`config.mk`:
```
export PLATFORM = sky130hd
export DESIGN_NAME = serial_responder_flat
export DESIGN_NICKNAME = d
export VERILOG_FILES = /design/src/rtl/serial_responder_if.sv /design/src/rtl/serial_responder.sv /design/src/flat_wrapper.sv
export SDC_FILE = /design/constraint.sdc
export NUM_CORES = 1
export LEC_CHECK = 0
export ABC_AREA = 1
export BUFFER_PORTS_ARGS = -buffer_cell sky130_fd_sc_hd__buf_2
export CAP_MARGIN = 10
export CORE_MARGIN = 8
export CORE_UTILIZATION = 30
export DETAILED_ROUTE_END_ITERATION = 10
export PLACE_DENSITY_LB_ADDON = 0.1
export SYNTH_ARGS = -nofsm -noshare
export SYNTH_HDL_FRONTEND = slang
export SYNTH_SLANG_ARGS = --single-unit
export TNS_END_PERCENT = 50
```
`constraint.sdc`:
```
create_clock -name clk -period 1.5 [get_ports clk]
set_input_delay 0.45 -clock clk [delete_from_list [all_inputs] [get_ports clk]]
set_output_delay 0.45 -clock clk [all_outputs]
set_load 0.05 [all_outputs]
```
`src/rtl/serial_responder_if.sv`:
```
// serial_responder_if: strobe, parallel-load and serial-output signals of the responder.
interface serial_responder_if #(parameter int BITS = 8);
  logic                      latch_in;
  logic                      pulse_in;
  logic [BITS-1:0]           par_in;
  logic                      par_load;
  logic                      data_out;
  logic                      busy;
  logic                      frame_done;
  logic                      frame_abort;
  logic [$clog2(BITS+1)-1:0] bit_idx;
  modport slave (
    input  latch_in, pulse_in, par_in, par_load,
    output data_out, busy, frame_done, frame_abort, bit_idx
  );
  modport master (
    output latch_in, pulse_in, par_in, par_load,
    input  data_out, busy, frame_done, frame_abort, bit_idx
  );
endinterface

```
`src/rtl/serial_responder.sv`:
```
// serial_responder: shifts a held parallel word out MSB first, one bit per falling pulse
// strobe, framed by a latch strobe; both strobes are asynchronous and synchronized here.
module serial_responder #(
  parameter int BITS = 8
) (
  input logic             clk,
  input logic             rst,
  serial_responder_if.slave s
);
  localparam int IW = $clog2(BITS+1);
  typedef enum logic [1:0] {IDLE, LOAD, SHIFT} state_t;
  state_t          r_state, w_next;
  logic [2:0]      r_lsync, r_psync;
  logic [BITS-1:0] r_hold, r_shreg, w_src, w_shreg_nx;
  logic [IW-1:0]   r_idx, w_idx_nx;
  logic            r_dout, r_busy, r_done, r_abort;
  logic            w_dout_nx, w_done_nx, w_abort_nx;
  logic            w_lrise, w_lfall, w_pfall, w_last, w_load, w_shift;
  // [0],[1] form the synchronizer, [2] is the history flop used for edge detection
  assign w_lrise = r_lsync[1] & ~r_lsync[2];
  assign w_lfall = ~r_lsync[1] & r_lsync[2];
  assign w_pfall = ~r_psync[1] & r_psync[2];
  assign w_last  = r_idx == IW'(BITS-1);
  always_ff @(posedge clk) begin
    if (rst) begin
      r_state <= IDLE;
      r_lsync <= '0;
      r_psync <= '0;
      r_hold  <= '0;
      r_shreg <= '0;
      r_idx   <= '0;
      r_dout  <= 1'b0;
      r_busy  <= 1'b0;
      r_done  <= 1'b0;
      r_abort <= 1'b0;
    end else begin
      r_state <= w_next;
      r_lsync <= {r_lsync[1:0], s.latch_in};
      r_psync <= {r_psync[1:0], s.pulse_in};
      r_hold  <= s.par_load ? s.par_in : r_hold;
      r_shreg <= w_shreg_nx;
      r_idx   <= w_idx_nx;
      r_dout  <= w_dout_nx;
      r_busy  <= w_next != IDLE;
      r_done  <= w_done_nx;
      r_abort <= w_abort_nx;
    end
  end
  always_comb begin
    w_next = r_state;
    case (r_state)
      IDLE:    w_next = w_lrise ? LOAD : IDLE;
      LOAD:    w_next = w_lfall ? SHIFT : LOAD;
      SHIFT:   w_next = w_lrise ? LOAD : (w_pfall && !w_lfall && w_last) ? IDLE : SHIFT;
      default: w_next = IDLE;
    endcase
  end
  // latch edges win over a pulse edge arriving in the same cycle
  always_comb begin
    w_load     = (r_state == IDLE || r_state == SHIFT) && w_lrise;
    w_shift    = r_state == SHIFT && !w_lrise && !w_lfall && w_pfall;
    w_src      = s.par_load ? s.par_in : r_hold;
    w_shreg_nx = w_load ? w_src : w_shift ? {r_shreg[BITS-2:0], 1'b0} : r_shreg;
    w_idx_nx   = w_load ? '0 : w_shift ? r_idx + 1'b1 : r_idx;
    w_dout_nx  = w_load ? w_src[BITS-1] : w_shift ? (w_last ? 1'b0 : r_shreg[BITS-2]) : r_dout;
    w_done_nx  = w_shift && w_last;
    w_abort_nx = r_state == SHIFT && w_lrise;
  end
  assign s.data_out    = r_dout;
  assign s.busy        = r_busy;
  assign s.frame_done  = r_done;
  assign s.frame_abort = r_abort;
  assign s.bit_idx     = r_idx;
endmodule
```
`src/flat_wrapper.sv`:
```
// flat-port wrapper written by rule: the top's interface ports become plain ports
module serial_responder_flat 
#(
  parameter int BITS = 8
)
  (clk, rst, s_latch_in, s_pulse_in, s_par_in, s_par_load, s_data_out, s_busy, s_frame_done, s_frame_abort, s_bit_idx);
  serial_responder_if #(.BITS(BITS)) s_i ();
  input logic clk;
  input logic rst;
  input wire logic [$bits(s_i.latch_in)-1:0] s_latch_in;
  input wire logic [$bits(s_i.pulse_in)-1:0] s_pulse_in;
  input wire logic [$bits(s_i.par_in)-1:0] s_par_in;
  input wire logic [$bits(s_i.par_load)-1:0] s_par_load;
  output wire logic [$bits(s_i.data_out)-1:0] s_data_out;
  output wire logic [$bits(s_i.busy)-1:0] s_busy;
  output wire logic [$bits(s_i.frame_done)-1:0] s_frame_done;
  output wire logic [$bits(s_i.frame_abort)-1:0] s_frame_abort;
  output wire logic [$bits(s_i.bit_idx)-1:0] s_bit_idx;
  assign s_i.latch_in = s_latch_in;
  assign s_i.pulse_in = s_pulse_in;
  assign s_i.par_in = s_par_in;
  assign s_i.par_load = s_par_load;
  assign s_data_out = s_i.data_out;
  assign s_busy = s_i.busy;
  assign s_frame_done = s_i.frame_done;
  assign s_frame_abort = s_i.frame_abort;
  assign s_bit_idx = s_i.bit_idx;
  serial_responder #(.BITS(BITS)) u_core (.clk(clk), .rst(rst), .s(s_i));
endmodule
```
# Word level (Yosys, flattened, before mapping)
# Cells that the tools add are included.
dict set report totals {
  reg_bits 31
  inputBits 13
  output_inout_bits 8
  elab_cells 46
}
dict set report classes {
  addsub 1
  eq_ne 3
  muxes 11
  bitwise_logic 6
  reduce_logical 15
}
# cell count
set op_table {}
lappend op_table {{7-bit 2-to-1 mux} 2}
lappend op_table {{1-bit logical AND} 8}
lappend op_table {{8-bit 2-to-1 mux} 1}
lappend op_table {{2-bit 2-to-1 mux} 3}
lappend op_table {{2-bit case mux with 3 select lines} 1}
lappend op_table {{4-bit by 1-bit adder with 4-bit output, second input constant} 1}
lappend op_table {{4-bit by 3-bit equality test with 1-bit output, second input constant} 1}
lappend op_table {{1-bit 2-to-1 mux} 4}
lappend op_table {{2-bit nonzero test} 2}
lappend op_table {{1-bit bitwise AND} 3}
lappend op_table {{1-bit NOT} 3}
lappend op_table {{2-bit by 1-bit equality test with 1-bit output, second input constant} 1}
lappend op_table {{2-bit equality test, second input constant} 1}
lappend op_table {{1-bit logical NOT} 2}
lappend op_table {{2-bit logical NOT} 1}
lappend op_table {{2-bit OR reduction} 1}
lappend op_table {{1-bit logical OR} 1}

# Logic depth before layout (Yosys ltp)
# Gate-level depths: netlist of the first run.
dict set report logic_depth {
  depth_word 9
  depth_mapped 8
  mapped_depth_nobuf 8
}

# Worst setup path before layout of the first run
# Ideal clock, no wire load.
dict set report synth_timing {
  path_kind {register to register}
  from {register u_core.r_idx[0] (netlist: u_core.s.bit_idx[0])}
  to {register u_core.r_busy (netlist: u_core.s.busy)}
  setup_ps 114
  arrival_ps 1381
  required_ps 1386
  path_slack_ps 5
  stages_incl_launch_ff 7
  path_buffers 0
  period_less_slack_ps 1495
  path_cell_list {dfxtp_1 -> ha_1 -> nand3_1 -> o21ai_0 -> nand2_1 -> nand2_1 -> nand2_1}
}
dict set report synth_between {
  elab_chain_cells 6
}
# item line_no
set synth_rtl {}
lappend synth_rtl {{start: declaration} serial_responder.sv:15} ;# logic [IW-1:0] r_idx, w_idx_nx;
lappend synth_rtl {{start signal: assignment} serial_responder.sv:42} ;# r_idx <= w_idx_nx;
lappend synth_rtl {{4-bit by 3-bit equality test with 1-bit output} serial_responder.sv:23} ;# assign w_last = r_idx == IW'(BITS-1);
lappend synth_rtl {{1-bit logical AND} serial_responder.sv:54} ;# SHIFT: w_next = w_lrise ? LOAD : (w_pfall && !w_lfall && w_last) ? IDLE : SHIFT;
lappend synth_rtl {{2-bit 2-to-1 mux (2 in series)} serial_responder.sv:54}
lappend synth_rtl {{2-bit case mux with 3 select lines} serial_responder.sv:51} ;# case (r_state)
lappend synth_rtl {{2-bit nonzero test} serial_responder.sv:44} ;# r_busy <= w_next != IDLE;
lappend synth_rtl {{end signal: assignment} serial_responder.sv:33} ;# r_busy <= 1'b0;
lappend synth_rtl {{end signal: assignment} serial_responder.sv:44}
lappend synth_rtl {{end: declaration} serial_responder.sv:16} ;# logic r_dout, r_busy, r_done, r_abort;
# No other way between the ends.
# A chain may end at the register's enable or synchronous reset.

# Worst setup path after layout of the first run
dict set report layout_timing {
  from {register u_core.r_idx[2] (netlist: u_core.s.bit_idx[2])}
  to {output s_bit_idx[2]}
}
# item line_no
set layout_lines {}
lappend layout_lines {{end: declaration} flat_wrapper.sv:18} ;# output wire logic [$bits(s_i.bit_idx)-1:0] s_bit_idx;
# No word-level cell between the ends.

==> run metrics, run 1 <==
outcome=finished clean; most common cell after layout, fill and taps aside=nand2_1; Fin Setup TNS=0 ns; worst min path class=input pin to flop; largest net degree at the start of global routing=22; Slew headroom=between 80% and 90%; CTS tree=done; Slew @ Worst Pin=roughly 0.29 ns; YS warnings=0; Max Clk Rate=between 700 and 800 MHz; critical path type=flop to primary output; CTS sink cnt=31; RSZ-0062 raised after global routing=false; Net Count, Synth=~190; Remaining Overflow, GRT=0; drt total wl=2930 µm; Clock transition at path regs=0.07 ns; Cell Chain, Critical Path=clkbuf_4; port bufs=20; Data arrival, critical path=0.96 ns; CP top delay family=flip-flops; DIE WIDTH=just over 80 µm; crit path capture type=primary output; CP startpoint kind=flop; Core ar.=about 4000 µm²; slowest CP cell=dfxtp_1; vias in the first global route=1120; chip height=roughly 81 µm; post-CTS setup buffers=0; die area=roughly 6500 µm²; CP Max Fanout=5; register area share after synthesis=49.5%; fin crit period=around 1.4 ns; Vias/cell=between 4 and 5; fin crit share=94.2%; layout net count=between 200 and 250; Skew-Pair Late Insertion Delay=~0.28 ns; final setup vio count=0; Num CTS Buffers=5; Setup Skew=0.00281 ns; Final Hold Fails=0; #FFs+latches synth=31; Total Routing Usage GR=9.81%; dpl hpwl=about 2100 µm; peak supply drop=about 570 µV; Cell Pwr Density=around 1100 nW/µm²; Worst path max stage delay=a little over 0.4 ns; CP bufs+invs=1; synthesized cell area=about 1300 µm²; H-tree depth=2; Cells after Synth=between 150 and 200; I/O pin cnt=21; area delta synth->final=20.8%; commonest non-fill, non-tap cells in the layout=nand2_1 (69), dfxtp_1 (31), buf_2 (19); fin. max-slew vios=0; post-route ant nets=0; initial DRC count=87; DRC errors left=0; Ant. Diodes=0; post-synth cell types=18; Root Driver=clkbuf_8; post-CTS sizing=0; initial antenna violation count=0; top post-synthesis cells by area=dfxtp_1 (50%), nand2_1 (21%), a21oi_1 (6.8%); CTS Hold Bufs=0; worst endpoint required time=between 1 and 1.5 ns; clock buffer depth=2; Rows=23; DR pass1 iterations=4; share of layout cells above drive strength 1=17.6%; Synth Area per Inst=~7.1 µm²; Synth area leader=dfxtp_1; Initial Util=31.3%; total power=roughly 1.6 mW; top-area cell type share of the netlist area=between 40% and 50%; via count=1123; DR WL/cell=~12 µm; number of max-cap violations=0; first-pass GRT wire length=between 5000 and 6000 µm; Leak=~0.72 nW; GP Congestion=0.703
## routing by layer
metal | part of all wire, % | routed length [µm] | global-route usage [%] | vias to the layer above
met3 | 5.6 | 164 | 3.13 | 5
met2 | 45 | 1310 | 15.6 | 23
met5 | 0 | 0 | 0 | -
li1 | - | - | - | 604
met1 | 48 | 1410 | 11.3 | 491
met4 | 1.5 | 45 | 5.45 | 0
## cells in the mapped netlist
cell and n:
nand3_1 11, buf_2 1, a21oi_1 17, xor2_1 2, nor3_1 2, buf_6 1, ha_1 1, dfxtp_1 31
o21ai_0 3, nor2_1 17, inv_2 1, nand2_1 69, o31ai_1 1, clkbuf_1 2, nand3b_1 1, inv_1 14
buf_4 1, nand2_2 2
## logic make-up (layout without fill, tap and decap cells)
logic type,count (synthesis),in the layout,share of synthesized area [%]
simple gates,102,102,32.5
buf+inv,20,48,6.99
compound gates,21,21,8.58
flops,31,31,49.5
xor+xnor,2,2,1.40
fa+ha+maj,1,1,0.998
## area by class of cell
| class | count | area, µm² |
|---|---|---|
| fillers | 428 | 2490 |
| clock buffers | 5 | 68.8 |
| inverters | 15 | 56.3 |
| repair buffers | 25 | 140 |
| clock inverters | 3 | 20.0 |
| multi-input cells | 126 | 546 |
| well taps | 50 | 62.6 |
| flip-flops and latches | 31 | 621 |
## through the flow
stage | worst slack, ns | util [%] | hold slack [ns] | std cells | area [µm²]
6_report | 0.0868 | 37.8 | 0.370 | 255 | 1510
5_1_grt | 0.0248 | 37.8 | 0.372 | 255 | 1510
4_1_cts | 0.0439 | 37.8 | 0.360 | 255 | 1510
3_5_place_dp | 0.145 | 35.6 | 0.393 | 247 | 1420
3_3_place_gp | 0.187 | 35.6 | 0.392 | 247 | 1420
2_1_floorplan | 0.00500 | - | 0.388 | 177 | 1250
## final timing paths
check                           slack, ns           endpoint                start  cells after the start
worst min-delay path                 0.37  u_core.r_psync[0]           s_pulse_in                      3
worst max register to register       0.20  u_core.r_shreg[4]    u_core.r_lsync[1]                      8
worst max-delay path                 0.09       s_bit_idx[2]  u_core.s.bit_idx[2]                      1
worst min register to register       0.40  u_core.r_lsync[1]    u_core.r_lsync[0]                      2
## where the power goes
part / internal, mW / switching (mW) / leakage (nW)
clock: 0.322 / 0.317 / 0.0402
sequential: 0.848 / 0.00864 / 0.253
combinational: 0.0409 / 0.0800 / 0.430
## sequential cells by signal, summed over array words and instances, names as in the netlist, 2 cells and up
register,flops
u_core.r_lsync,3
u_core.s.bit_idx,4
u_core.r_psync,3
u_core.r_hold,8
u_core.r_shreg,7
u_core.r_state,2
Power figures use the tool's default switching activity.
==> run 2, diff against run 1 <==
==> constraint.sdc (replaced) <==
create_clock -name clk -period 1.5 [get_ports clk]
set_input_delay 0.375 -clock clk [delete_from_list [all_inputs] [get_ports clk]]
set_output_delay 0.375 -clock clk [all_outputs]
set_load 0.05 [all_outputs]
==> run 2 against run 1 <==
Wire length decreased by 7.0%. Die area stayed put. Sequential power is essentially flat. Final area fell by 0.41%. Maximum frequency up 3.9%. Critical path type is now flop to flop. Largest power group unchanged. Via count rose by 0.98%. Flip-flop and latch count unchanged. Clock power grew 11%. Non-clock buffer count decreased by 2. Worst setup slack improved by 0.053 ns.
==> run metrics, run 2 (synthesis results as in run 1) <==
outcome=finished clean; I/O pin cnt=21; Max Clk Rate=735 MHz; Ant. Diodes=0; most common cell after layout, fill and taps aside=nand2_1; CTS tree=done; max reg flops=8; Non-Filler Instances=around 250; Rows=23; port bufs=20; # placed instances=245; Cell Pwr Density=1110 nW/µm²; area delta synth->final=20.3%; Data arrival, critical path=about 1.6 ns; H-tree depth=2; clock power share=a little over two fifths; final setup vio count=0; worst min path class=input pin to flop; Pint=approximately 1.3 mW; CP startpoint kind=flop; Core ar.=4000 µm²; Reg power frac=between 50 and 60%; Remaining Overflow, GRT=0; Root Driver=clkbuf_8; Num CTS Buffers=5; fin crit share=between 90% and 100%; Vias/cell=around 4.5; fin crit period=around 1.4 ns; Setup Skew=about 0.0033 ns; Fin Setup TNS=0 ns; Clock transition at path regs=0.06 ns; Sw Ratio=between 20% and 30%; clock buffer depth=2; share of layout cells above drive strength 1=about 16%; worst endpoint required time=approximately 1.7 ns; largest reg by FF count=u_core.r_hold; crit path capture type=flop; CTS Hold Bufs=0; post-CTS sizing=0; combinational share of power=~7%; dpl hpwl=2000 µm; CP Max Fanout=17; RSZ-0062 raised after global routing=false; via count=approximately 1.1k; Final Hold Fails=0; drt total wl=2730 µm; GP Congestion=about 0.81; critical path type=flop to flop; peak supply drop=~530 µV; CTS sink cnt=31; post-route ant nets=0; DR WL/cell=between 10 and 15 µm; Total Routing Usage GR=between 9 and 10%; commonest non-fill, non-tap cells in the layout=nand2_1 (69), dfxtp_1 (31), buf_2 (20); largest net degree at the start of global routing=22; DR pass1 iterations=4; Initial Util=31.3%; vias in the first global route=a little over 1k; Hold WS=~0.30 ns; DP Area=around 1400 µm²; DIE WIDTH=around 81 µm; fin. max-slew vios=0; number of max-cap violations=0; Placement Setup Slack=0.151 ns; die area=6500 µm²; Skew-Pair Late Insertion Delay=0.28 ns; Slew @ Worst Pin=~0.29 ns; initial antenna violation count=0; post-CTS setup buffers=0; layout net count=~220; chip height=between 80 and 90 µm; initial DRC count=63; DRC errors left=0; setup ws final=about 0.14 ns; Leak=just over 0.7 nW; switching power=~0.38 mW; first-pass GRT wire length=approximately 4500 µm; Slew headroom=80.8%; Final Instance Area=~1500 µm²
run 2: cell count changes in the layout (fill, tap and decap cells not counted):
cell	change
buf_4	-2
clkbuf_8	+2
clkinvlp_4	-2
buf_2	+1
clkbuf_1	+1
clkbuf_4	-1
clkinv_2	-1
run 2: layer usage:
metal / global-route usage [%] / routed length [µm]
met1: 10.3 / 1270
met2: 13.8 / 1220
met3: 4.46 / 175
met4: 4.91 / 60
met5: 0 / 0
run 2: layout make-up:
class	count	area, µm²
multi-input combinational	126	546
sequential	31	621
tap	50	62.6
inverter	15	56.3
clock buffer	8	100
timing repair buffer	23	123
fill	441	2490
run 2: critical path, cell delays in order (launching register included):
cell,delay (ns)
dfxtp_1,0.34
inv_1,0.07
nor2_1,0.17
nand2_2,0.22
nand2_1,0.25
nand2_1,0.09
a21oi_1,0.14
run 2: stage by stage:
step	total power, mW	util (%)
after floorplan	0.955	-
after global placement	0.990	35.2
after detailed placement	0.993	35.2
after CTS	1.71	37.7
after global routing	1.78	37.7
final	1.68	37.7
run 2: power by group through the flow:
stage	Sequential [mW]	Combinational [mW]	Clock [mW]
after floorplan	0.883	0.0720	0
after global placement	0.874	0.116	0
after detailed placement	0.874	0.119	0
after CTS	0.856	0.119	0.737
after global routing	0.858	0.133	0.793
final	0.856	0.117	0.708
run 2: final timing paths:
check | end | cells past startpoint | slack (ns) | start
max | u_core.r_shreg[1] | 6 | 0.14 | u_core.r_lsync[1]
min reg2reg | u_core.r_psync[1] | 2 | 0.40 | u_core.r_psync[0]
min | u_core.r_psync[0] | 3 | 0.30 | s_pulse_in
max reg2reg | u_core.r_shreg[1] | 6 | 0.14 | u_core.r_lsync[1]
==> run 3, diff against run 2 <==
--- a/config.mk
+++ b/config.mk
@@ -8,7 +8,7 @@
 export ABC_AREA = 1
 export BUFFER_PORTS_ARGS = -buffer_cell sky130_fd_sc_hd__buf_2
 export CAP_MARGIN = 10
-export CORE_MARGIN = 8
+export CORE_MARGIN = 2
 export CORE_UTILIZATION = 30
 export DETAILED_ROUTE_END_ITERATION = 10
 export PLACE_DENSITY_LB_ADDON = 0.1
==> constraint.sdc (replaced) <==
create_clock -name clk -period 1.4 [get_ports clk]
set_input_delay 0.35 -clock clk [delete_from_list [all_inputs] [get_ports clk]]
set_output_delay 0.35 -clock clk [all_outputs]
set_load 0.05 [all_outputs]
==> run 3 against run 2 <==
Final area is 3.2% higher. Register-to-register slack hardly changed. Sequential power is 7.1% higher. Worst setup slack worse by 0.053 ns. Global-route usage is 4.5 points higher. Non-clock buffer count is 6 higher. Utilization is 1.2 points higher. Flip-flop and latch count stayed put. Cell count is 2.4% higher. Combinational power is 14% higher. Clock power is 6.8% higher. Critical path type is now flop to primary output.
==> run metrics, run 3 (synthesis results as in run 1) <==
Remaining Overflow, GRT=0; CTS Hold Bufs=0; Data arrival, critical path=roughly 0.96 ns; peak supply drop=518 µV; Core ar.=about 4000 µm²; Clock transition at path regs=around 0.060 ns; Vias/cell=4.41; Rows=23; Crit. Startpoint=u_core.s.bit_idx[2]; GP Congestion=between 0.8 and 0.9; first-pass GRT wire length=about 4600 µm; CTS sink cnt=31; CP startpoint kind=flop; CP top delay family=flip-flops; Leak=about 0.75 nW; Worst R2R Start=u_core.r_state[0]; reg2reg end=u_core.s.data_out; fin crit share=93.8%; # placed instances=~250; dpl hpwl=a little under 2000 µm; H-tree depth=2; Max Clk Rate=762 MHz; DR pass1 iterations=4; outcome=finished clean; post-route ant nets=0; Setup Skew=just over 0.005 ns; Initial Util=a little under a third; Ant. Diodes=0; initial antenna violation count=0; final setup vio count=0; DR WL/cell=~10 µm; chip height=about 70 µm; most common cell after layout, fill and taps aside=nand2_1; worst reg2reg path depth=8; r2r setup slk=0.15 ns; initial DRC count=29; fin crit period=about 1.3 ns; Fin Setup TNS=0 ns; commonest non-fill, non-tap cells in the layout=nand2_1 (69), dfxtp_1 (29), buf_2 (20); largest net degree at the start of global routing=22; die area=about 4700 µm²; Num CTS Buffers=5; number of max-cap violations=0; post-CTS setup buffers=0; fillers=between 400 and 500; worst setup path endpoint=s_bit_idx[2]; port bufs=20; Cell Chain, Critical Path=buf_2; Worst path max stage delay=0.40 ns; worst endpoint required time=1.05 ns; Total Routing Usage GR=13.7%; crit path capture type=primary output; Root Driver=clkbuf_8; Slew @ Worst Pin=about 0.27 ns; drt total wl=2670 µm; DRC errors left=0; fin. max-slew vios=0; CTS tree=done; Slew headroom=a little over 80%; RSZ-0062 raised after global routing=false; post-CTS sizing=0; Skew-Pair Late Insertion Delay=roughly 0.28 ns; largest reg by FF count=u_core.r_hold; share of layout cells above drive strength 1=19.6%; critical path type=flop to primary output; Hold WS=approximately 0.27 ns; CP Max Fanout=5; max reg flops=8; area delta synth->final=24.1%; DIE WIDTH=around 70 µm; Final Hold Fails=0; Worst path depth=1; worst min path class=input pin to flop; CP bufs+invs=1; slowest CP cell=dfxtp_1; I/O pin cnt=21; vias in the first global route=roughly 1.1k; Cell Pwr Density=approximately 1200 nW/µm²; Non-Filler Instances=259; layout net count=between 200 and 250; via count=1142; clock buffer depth=2
-- run 3: where the power goes --
part           leakage [nW]  total (mW)  internal (mW)  switching, mW
combinational         0.450       0.133         0.0480         0.0849
sequential            0.254       0.917          0.909        0.00871
clock                0.0515       0.756          0.448          0.308
total                 0.755        1.81           1.40          0.402
-- run 3: cell type report --
type,instances,area [µm²],area share (%)
sequential,31,623,40.1
multi-input combinational,126,546,35.1
timing repair buffer,29,168,10.8
clock buffer,8,100,6.44
tap,50,62.6,4.02
inverter,15,56.3,3.62
-- run 3: routing by layer --
metal  GRT usage [%]  share of wire, %  vias up
met2            21.8                46       31
met5               0                 0        -
met1            15.6                46      494
met4            7.25               1.6        0
li1                -                 -      611
met3            5.52               6.5        6
-- run 3: per-stage QoR --
step	util [%]	total power, mW	worst slack (ns)	instance area, µm²
finish	38.9	1.81	0.0868	1560
global route	38.9	1.92	0.0282	1560
CTS	38.5	1.84	0.0714	1540
detailed placement	36.0	1.07	0.0908	1440
global placement	36.0	1.07	0.148	1440
floorplan	-	1.02	0.0856	1260
-- run 3: how the worst min path moves through the flow --
stage	cells after the start	startpoint	endpoint	slack, ns
2_1_floorplan	2	u_core.r_lsync[0]	u_core.r_lsync[1]	0.39
3_3_place_gp	2	u_core.r_psync[0]	u_core.r_psync[1]	0.39
3_5_place_dp	2	u_core.r_lsync[0]	u_core.r_lsync[1]	0.39
4_1_cts	3	s_pulse_in	u_core.r_psync[0]	0.26
5_1_grt	3	s_pulse_in	u_core.r_psync[0]	0.27
6_report	3	s_pulse_in	u_core.r_psync[0]	0.27
